`src/rtl/poly_seg_pkg.sv`:
```
// Shared descriptor layout and state encoding for the polynomial segment sequencer.
package poly_seg_pkg;

  typedef enum logic {IDLE = 1'b0, RUN = 1'b1} seg_state_t;

  function automatic int C_OFS(input int bc, input int i);
    return i * bc;
  endfunction

  function automatic int DT_OFS(input int bc);
    return 6 * bc;
  endfunction

  function automatic int N_OFS(input int bc, input int bt);
    return 6 * bc + bt;
  endfunction

  function automatic int DESC_W(input int bc, input int bt, input int bn);
    return 6 * bc + bt + bn;
  endfunction

endpackage

```
`src/rtl/seg_fifo.sv`:
```
// Synchronous descriptor FIFO with registered full/empty flags and a combinational head.
module seg_fifo #(
  parameter int W  = 8,
  parameter int AW = 2
) (
  input  logic         clk,
  input  logic         rstn,
  input  logic         push,
  input  logic         pop,
  input  logic [W-1:0] wdata,
  output logic [W-1:0] rdata,
  output logic         full,
  output logic         empty
);

  localparam int DEPTH = 1 << AW;

  logic [W-1:0]  mem [DEPTH];
  logic [AW-1:0] wptr;
  logic [AW-1:0] rptr;
  logic [AW:0]   cnt;
  logic          do_push;
  logic          do_pop;

  assign do_push = push & ~full;
  assign do_pop  = pop & ~empty;
  assign full    = (cnt == (AW+1)'(DEPTH));
  assign empty   = (cnt == '0);
  assign rdata   = mem[rptr];

  always_ff @(posedge clk) begin
    if (do_push) mem[wptr] <= wdata;
  end

  always_ff @(posedge clk or negedge rstn) begin
    if (!rstn) begin
      wptr <= '0;
      rptr <= '0;
      cnt  <= '0;
    end else begin
      if (do_push) wptr <= wptr + 1'b1;
      if (do_pop)  rptr <= rptr + 1'b1;
      case ({do_push, do_pop})
        2'b10:   cnt <= cnt + 1'b1;
        2'b01:   cnt <= cnt - 1'b1;
        default: cnt <= cnt;
      endcase
    end
  end

endmodule

```
`src/rtl/poly_seg_seq.sv`:
```
// Segment sequencer: pops queued descriptors and emits a t = k*dt ramp per segment,
// holding the segment's coefficients, back-to-back with no gap between segments.
module poly_seg_seq
  import poly_seg_pkg::*;
#(
  parameter int BC      = 16,
  parameter int BT      = 16,
  parameter int BN      = 16,
  parameter int FIFO_AW = 2
) (
  input  logic                        clk,
  input  logic                        rstn,
  input  logic [DESC_W(BC,BT,BN)-1:0] s_tdata,
  input  logic                        s_tvalid,
  output logic                        s_tready,
  output logic        [BT-1:0]        t_out,
  output logic signed [BC-1:0]        c0_out,
  output logic signed [BC-1:0]        c1_out,
  output logic signed [BC-1:0]        c2_out,
  output logic signed [BC-1:0]        c3_out,
  output logic signed [BC-1:0]        c4_out,
  output logic signed [BC-1:0]        c5_out,
  output logic                        m_valid,
  output logic                        m_last,
  output logic                        busy
);

  localparam int DW = DESC_W(BC, BT, BN);

  seg_state_t            state;
  seg_state_t            state_nxt;
  logic                  rdy_en;
  logic                  push;
  logic                  pop;
  logic                  load;
  logic                  seg_end;
  logic                  fifo_full;
  logic                  fifo_empty;
  logic [DW-1:0]         head;
  logic [BN-1:0]         head_n;
  logic [BT-1:0]         head_dt;
  logic signed [BC-1:0]  coef [6];
  logic [BT-1:0]         dt_r;
  logic [BT-1:0]         acc;
  logic [BN-1:0]         n_r;
  logic [BN-1:0]         k;

  // Ready is held low until the first edge after reset release.
  assign s_tready = rdy_en & ~fifo_full;
  assign push     = s_tvalid & s_tready;
  assign head_n   = head[N_OFS(BC, BT) +: BN];
  assign head_dt  = head[DT_OFS(BC) +: BT];
  assign seg_end  = (state == RUN) && (k == n_r - BN'(1));

  seg_fifo #(.W(DW), .AW(FIFO_AW)) u_fifo (
    .clk   (clk),
    .rstn  (rstn),
    .push  (push),
    .pop   (pop),
    .wdata (s_tdata),
    .rdata (head),
    .full  (fifo_full),
    .empty (fifo_empty)
  );

  always_comb begin
    state_nxt = state;
    pop       = 1'b0;
    load      = 1'b0;
    if (state == IDLE || seg_end) begin
      state_nxt = IDLE;
      if (!fifo_empty) begin
        pop = 1'b1;
        if (head_n != '0) begin
          load      = 1'b1;
          state_nxt = RUN;
        end
      end
    end
  end

  // Stage p0: segment state, accumulator and sample counter.
  always_ff @(posedge clk or negedge rstn) begin
    if (!rstn) begin
      state  <= IDLE;
      rdy_en <= 1'b0;
      dt_r   <= '0;
      n_r    <= '0;
      acc    <= '0;
      k      <= '0;
      for (int i = 0; i < 6; i++) coef[i] <= '0;
    end else begin
      state  <= state_nxt;
      rdy_en <= 1'b1;
      if (load) begin
        for (int i = 0; i < 6; i++) coef[i] <= $signed(head[C_OFS(BC, i) +: BC]);
        dt_r <= head_dt;
        n_r  <= head_n;
        acc  <= '0;
        k    <= '0;
      end else if (state == RUN) begin
        acc <= acc + dt_r;
        k   <= k + BN'(1);
      end
    end
  end

  // Stage p1: registered outputs to the evaluator.
  always_ff @(posedge clk or negedge rstn) begin
    if (!rstn) begin
      t_out   <= '0;
      c0_out  <= '0;
      c1_out  <= '0;
      c2_out  <= '0;
      c3_out  <= '0;
      c4_out  <= '0;
      c5_out  <= '0;
      m_valid <= 1'b0;
      m_last  <= 1'b0;
      busy    <= 1'b0;
    end else begin
      busy <= (state == RUN) | ~fifo_empty;
      if (state == RUN) begin
        t_out   <= acc;
        c0_out  <= coef[0];
        c1_out  <= coef[1];
        c2_out  <= coef[2];
        c3_out  <= coef[3];
        c4_out  <= coef[4];
        c5_out  <= coef[5];
        m_valid <= 1'b1;
        m_last  <= seg_end;
      end else begin
        m_valid <= 1'b0;
        m_last  <= 1'b0;
      end
    end
  end

endmodule

```
`config.mk`:
```
export PLATFORM = sky130hd
export DESIGN_NAME = poly_seg_seq
export DESIGN_NICKNAME = d
export VERILOG_FILES = /design/src/rtl/poly_seg_pkg.sv /design/src/rtl/seg_fifo.sv /design/src/rtl/poly_seg_seq.sv
export SDC_FILE = /design/constraint.sdc
export NUM_CORES = 1
export LEC_CHECK = 0
export CAP_MARGIN = 15
export CORE_MARGIN = 5
export CORE_UTILIZATION = 50
export CTS_CLUSTER_DIAMETER = 100
export DETAILED_ROUTE_END_ITERATION = 12
export GPL_TIMING_DRIVEN = 0
export PLACE_DENSITY = 0.69
export SLEW_MARGIN = 30
export SYNTH_ARGS = -nofsm -noshare
export SYNTH_HDL_FRONTEND = slang
export SYNTH_HIERARCHICAL = 1
export SYNTH_SLANG_ARGS = --single-unit
```
`constraint.sdc`:
```
create_clock -name clk -period 9.6 [get_ports clk]
set_clock_uncertainty 0.15 [all_clocks]
set_input_delay 1.92 -clock clk [delete_from_list [all_inputs] [get_ports clk]]
set_output_delay 1.92 -clock clk [all_outputs]
set_load 0.02 [all_outputs]
```
* Yosys cells after proc, flatten, opt, wreduce, memory -nomap -nowiden
Memories as Yosys holds them, arrays and structs flattened.
Cells that the tools add are included.
** Word-level totals
- Register bits after elaboration :: 284
- Memory bits (writable) :: 512
- Input bits :: 131
- Output and inout bits :: 116
- Memories kept :: 1
** Cells by class
- Add/subtract/negate cells :: 7
- Eq/ne operators :: 4
- Muxes and demuxes :: 14
- Bitwise gates (word level) :: 8
- Reductions and logical operators :: 6
** Memory list
- u_fifo.mem :: words 4, bits a word 128, read ports 1, clocked after Yosys merged registers in 0, wr ports 1, line seg_fifo.sv:18 : logic [W-1:0] mem [DEPTH];
** Operator list (count)
- $mux 16 :: 4
- $add 16x1->16 const B :: 1
- $add 16x16->16 :: 1
- $eq 16x16->1 :: 1
- $reduce_bool 16->1 :: 1
- $sub 16x1->16 const B :: 1
- $mux 1 :: 9
- $pmux 3 s2 :: 1
- $add 2x1->2 const B :: 2
- $and 1x1->1 :: 4
- $reduce_bool 2->1 :: 2
- $add 3x1->3 const B :: 1
- $eq 3x3->1 const B :: 1
- $logic_not 3->1 :: 1
- $not 1->1 :: 3
- $sub 3x1->3 const B :: 1
- $eq 2x1->1 const B :: 1
- $eq 2x2->1 const B :: 1
- $logic_and 1x1->1 :: 1
- $logic_or 1x1->1 :: 1
- $or 1x1->1 :: 1

* Depth between registers and ports, before layout
- Depth in word-level cells :: 8
- Depth in mapped cells :: 16
- Gate-level depth less buffers :: 16

* Cells and area by module
Netlist, hierarchy kept.
** Modules (own cells, without submodules)
- seg_fifo :: times used 1, cells each 706, area each 18885.6 µm², seq. area each 15549.9 µm²
- poly_seg_seq :: times used 1, cells each 806, area each 11599.9 µm², seq. area each 6931.6 µm²

* Worst setup path before layout
OpenSTA, ideal clock, no wires.
- Kind :: in2reg
- From :: input port s_tvalid
- To :: memory u_fifo/mem[0][0] in the netlist's numbering (enable)
- Setup time :: 502 ps
- Arrival :: 5329 ps
- Setup slack :: 3619 ps
- Stages :: 3
- Cells stage by stage :: and2_1 nor2b_1 and2_1
** On the way
- Cells in the longest elaborated chain, start to end :: 4
** Ends and longest elaborated chain
- from (decl) :: line poly_seg_seq.sv:14 : input logic s_tvalid,
- $and 1x1->1 :: line poly_seg_seq.sv:50 : assign push = s_tvalid & s_tready;
- $and 1x1->1 :: line seg_fifo.sv:25 : assign do_push = push & ~full;
- $mux 1 :: line seg_fifo.sv:32 : if (do_push) mem[wptr] <= wdata;
- $mux 1 (not written as such) :: line seg_fifo.sv:32
- to (decl) :: line seg_fifo.sv:18
No other way between the ends.

* Worst setup path after layout
- From :: register n_r[0]
- To :: register u_fifo.cnt[2]
** On the way
- Cells in the longest elaborated chain, start to end :: 8
- Elaborated cells between the ends (all ways) :: 10
- Classes of those cells :: add/sub: 1; eq/ne: 3; mux: 2; bitwise: 1; reduce/logical: 3
** Ends and longest elaborated chain
- from (decl) :: line poly_seg_seq.sv:45 : logic [BN-1:0] n_r;
- from (signal assigned) :: line poly_seg_seq.sv:98 : n_r <= head_n;
- $sub 16x1->16 (*) :: line poly_seg_seq.sv:53 : assign seg_end = (state == RUN) && (k == n_r - BN'(1));
- $eq 16x16->1 (*) :: line poly_seg_seq.sv:53
- $logic_and 1x1->1 (*) :: line poly_seg_seq.sv:53
- $logic_or 1x1->1 (*) :: line poly_seg_seq.sv:70 : if (state == IDLE || seg_end) begin
- $mux 1 (*) :: line poly_seg_seq.sv:70
- via pop :: line poly_seg_seq.sv:34 : logic pop;
- $and 1x1->1 (*) :: line seg_fifo.sv:26 : assign do_pop = pop & ~empty;
- via u_fifo.do_pop :: line seg_fifo.sv:23 : logic do_pop;
- $eq 2x1->1 or $eq 2x2->1 (tied branches) :: line seg_fifo.sv:43 : case ({do_push, do_pop})
- $pmux 3 s2 or $reduce_bool 2->1 (tied branches)
- to (signal assigned) :: line seg_fifo.sv:44 : 2'b10: cnt <= cnt + 1'b1;
- to (signal assigned) :: line seg_fifo.sv:45 : 2'b01: cnt <= cnt - 1'b1;
- to (signal assigned) :: line seg_fifo.sv:46 : default: cnt <= cnt;
- to (decl) :: line seg_fifo.sv:21 : logic [AW:0] cnt;
The timed path passes the listed nets; every way through them passes the cells marked *.
A chain may end at the register's enable or synchronous reset.

==> results.tsv <==
metric	value	unit
status	finished, final reports clean	
Worst Path Required	9.98	ns
number of synthesized flops with an enable pin	512	
crit-path most repeated cell	xor2_1	
Max-slew headroom	40.54	%
Via Count	14990	
Mapped Cells	1512	
Buffers on Ports	246	
f_max	240.4	MHz
CTS root buffer	clkbuf_16	
kind of critical path	reg -> reg	
sequential share of the synthesized area	73.75	%
postcts setup bufs	0	
H-Tree Depth	3	
Worst VDD drop	145.0	uV
HPWL after detailed placement	41210	um
# hold bufs at CTS	0	
Inserted Clock Buffers	83	
Core Box Area	60360	um2
P&R area growth vs syn	21.63	%
Worst-Margin Slew	0.8919	ns
share of layout cells above drive strength 1	25.25	%
Die W	256.9	um
grt ovf	0	
vias in the first global route	16420	
Critical Path Sink Type	flop	
Initial Util	50.51	%
first-pass GRT wire length	98010	um
hold crit path type	reg -> reg	
post-route cell area	37080	um2
PwrDens	217.9	nW/um2
Fin. Hold Viols	0	
commonest register cell after synthesis	edfxtp_1	
slowest stage delay, CP	0.51	ns
initial antenna violation count	9	
final critical-path share of the clock period	43.33	%
largest net degree at the start of global routing	75	
slowest cell on the critical path	or3b_2	
Seq cells post-synth	796	
max-slew violation count	0	
clock latency on the worst-skew pair	0.61	ns
Mapped Nets	1667	
FP Rows	90	
routed wire length per instance	23.04	um
DR DRC count	0	
gpl congestion	0.8258	
final wirelength	62710	um
dpl cell area	34380	um2
Commonest cells post-synth	edfxtp_1, dfrtp_1, mux2_2, mux4_2, mux2_1	
NumNets Final	2017	
Vert. Die Dim	256.9	um
post_cts resized	0	
crit path max fanout	5	
die footprint	66010	um2
all-layer global routing usage	19.18	%
cell type with the largest total area after synthesis	edfxtp_1	
Final Setup Violations	0	
FFs w/ async S/R, synth	35.68	%
DR iter-0 viols	851	
Synth area leaders	edfxtp_1, dfrtp_1, mux4_2, mux2_2, mux2_1	
clock-pin slew on the worst setup and hold paths	0.06	ns
worst hold slack	0.2821	ns
fill cell count	4284	
most numerous cell in the Yosys netlist	edfxtp_1	
routed vias/inst	5.507	
clock sinks	796	
Max Cap Viol	0	
CP arrival	4.54	ns
Synth Cell Area	30490	um2
antenna viol nets, final	0	
CTS tree	done	
IO Pins	247	
RSZ-0062 raised after global routing	no	
Syn. warnings	6	
overall power	0.008078	W
drt first pass iters	5	
Syn Area/Cell	20.16	um2
Period minus WS final	4.160	ns
top cell type's share of synthesized area	50.43	%
CP startpoint kind	flop	
synth unique cells	58	
CP Cell Sequence	inv_1, ha_1, or3b_2, nor3_1, xor2_1, o221a_2, o21ai_0, a31oi_1, nor2_1, o31a_1, ha_1, inv_1, fa_1, xor2_1, nor2_1, xor2_1	
leak pwr	13.43	nW
clock buffer depth	3	
==> kinds of logic (layout without fill, tap and decap cells) <==
| group | after synthesis | count (layout) | synth area share [%] |
|---|---|---|---|
| DFF | 796 | 796 | 73.75 |
| buffers and inverters | 77 | 498 | 1.547 |
| adders and majority gates | 24 | 24 | 1.034 |
| xor gates and xnor gates | 54 | 54 | 1.551 |
| AOI/OAI and AO/OA | 53 | 53 | 1.166 |
| and+or+nand+nor | 122 | 122 | 2.060 |
| muxes | 385 | 385 | 18.88 |
| other | 1 | 8 | 0.01230 |
==> placed cells by master, fill, tap and decap left out, types with 22 or more instances in the layout <==
cell type,count
edfxtp_1,512
dfrtp_1,284
clkdlybuf4s50_1,245
mux2_2,161
mux4_2,128
clkbuf_16,88
mux2_1,80
clkbuf_1,43
nor2_1,42
xnor2_1,28
xor2_1,26
buf_2,23
ha_1,22
==> stage by stage <==
| step | cells | util [%] | setup slack [ns] | TNS, ns |
|---|---|---|---|---|
| 2_1_floorplan | 1512 | - | 3.619 | 0 |
| 3_3_place_gp | 2540 | 56.21 | -6.679 | -1888.25 |
| 3_5_place_dp | 2559 | 56.97 | 4.996 | 0 |
| 4_1_cts | 2715 | 61.40 | 5.447 | 0 |
| 5_1_grt | 2717 | 61.41 | 5.113 | 0 |
| 6_report | 2722 | 61.43 | 5.440 | 0 |
==> flip-flops by register name (all words and copies together) (netlist names), 2 cells and up <==
signal and count:
k 16, n_r 16, c3_out 16, c2_out 16, dt_r 16, c0_out 16, acc 16, u_fifo/mem 512
t_out 16, u_fifo/wptr 2, u_fifo/rptr 2, c1_out 16, coef 96, c5_out 16, u_fifo/cnt 3, c4_out 16
==> report_power, final <==
| part | leakage, nW | internal [W] | switching [W] |
|---|---|---|---|
| clock | 1.32 | 0.00182 | 0.00127 |
| combinational | 4.14 | 0.000399 | 0.000473 |
| sequential | 7.97 | 0.00400 | 0.000115 |
==> worst max-delay path, delay by kind of cell, from the launching register on <==
| kind | cells | cell delay [ns] |
|---|---|---|
| buf+inv | 2 | 0.14 |
| fa+ha+maj | 3 | 0.77 |
| compound gates | 4 | 0.95 |
| flops | 1 | 0.43 |
| simple gates | 4 | 1.21 |
| xor+xnor | 3 | 0.45 |
==> per-layer routing <==
layer	share of wire, %	vias up	global-route usage, %
li1	-	6660	-
met1	41	7947	25.15
met2	51	293	32.69
met3	5.7	87	4.980
met4	1.7	4	4.459
met5	0.043	-	0
==> cell type report <==
cell class	instances	area [um2]	share of cell area (%)
sequential	796	22480	60.63
multi-input combinational	639	7542	20.34
timing repair buffer	265	2908	7.842
clock buffer	120	2392	6.452
tap	782	978.4	2.639
buffer	64	424.2	1.144
clock inverter	36	286.5	0.7727
inverter	13	48.80	0.1316
antenna	7	17.52	0.04724
==> final timing paths <==
kind | start | to | slack [ns] | cells past startpoint
worst min-delay path | state$_DFFE_PN0P_ | m_valid$_DFF_PN0_ | 0.28 | 0
worst max-delay path | n_r[0]$_DFFE_PN0P_ | u_fifo/cnt[2]$_DFFE_PN0P_ | 5.44 | 16
min in group asynchronous | rstn | dt_r[7]$_DFFE_PN0P_ | 1.09 | 1
worst min register to register | state$_DFFE_PN0P_ | m_valid$_DFF_PN0_ | 0.28 | 0
worst max register to register | n_r[0]$_DFFE_PN0P_ | u_fifo/cnt[2]$_DFFE_PN0P_ | 5.44 | 16
max in group asynchronous | rstn | coef[77]$_DFFE_PN0P_ | 7.11 | 3
(Power assumes the default switching activity.)
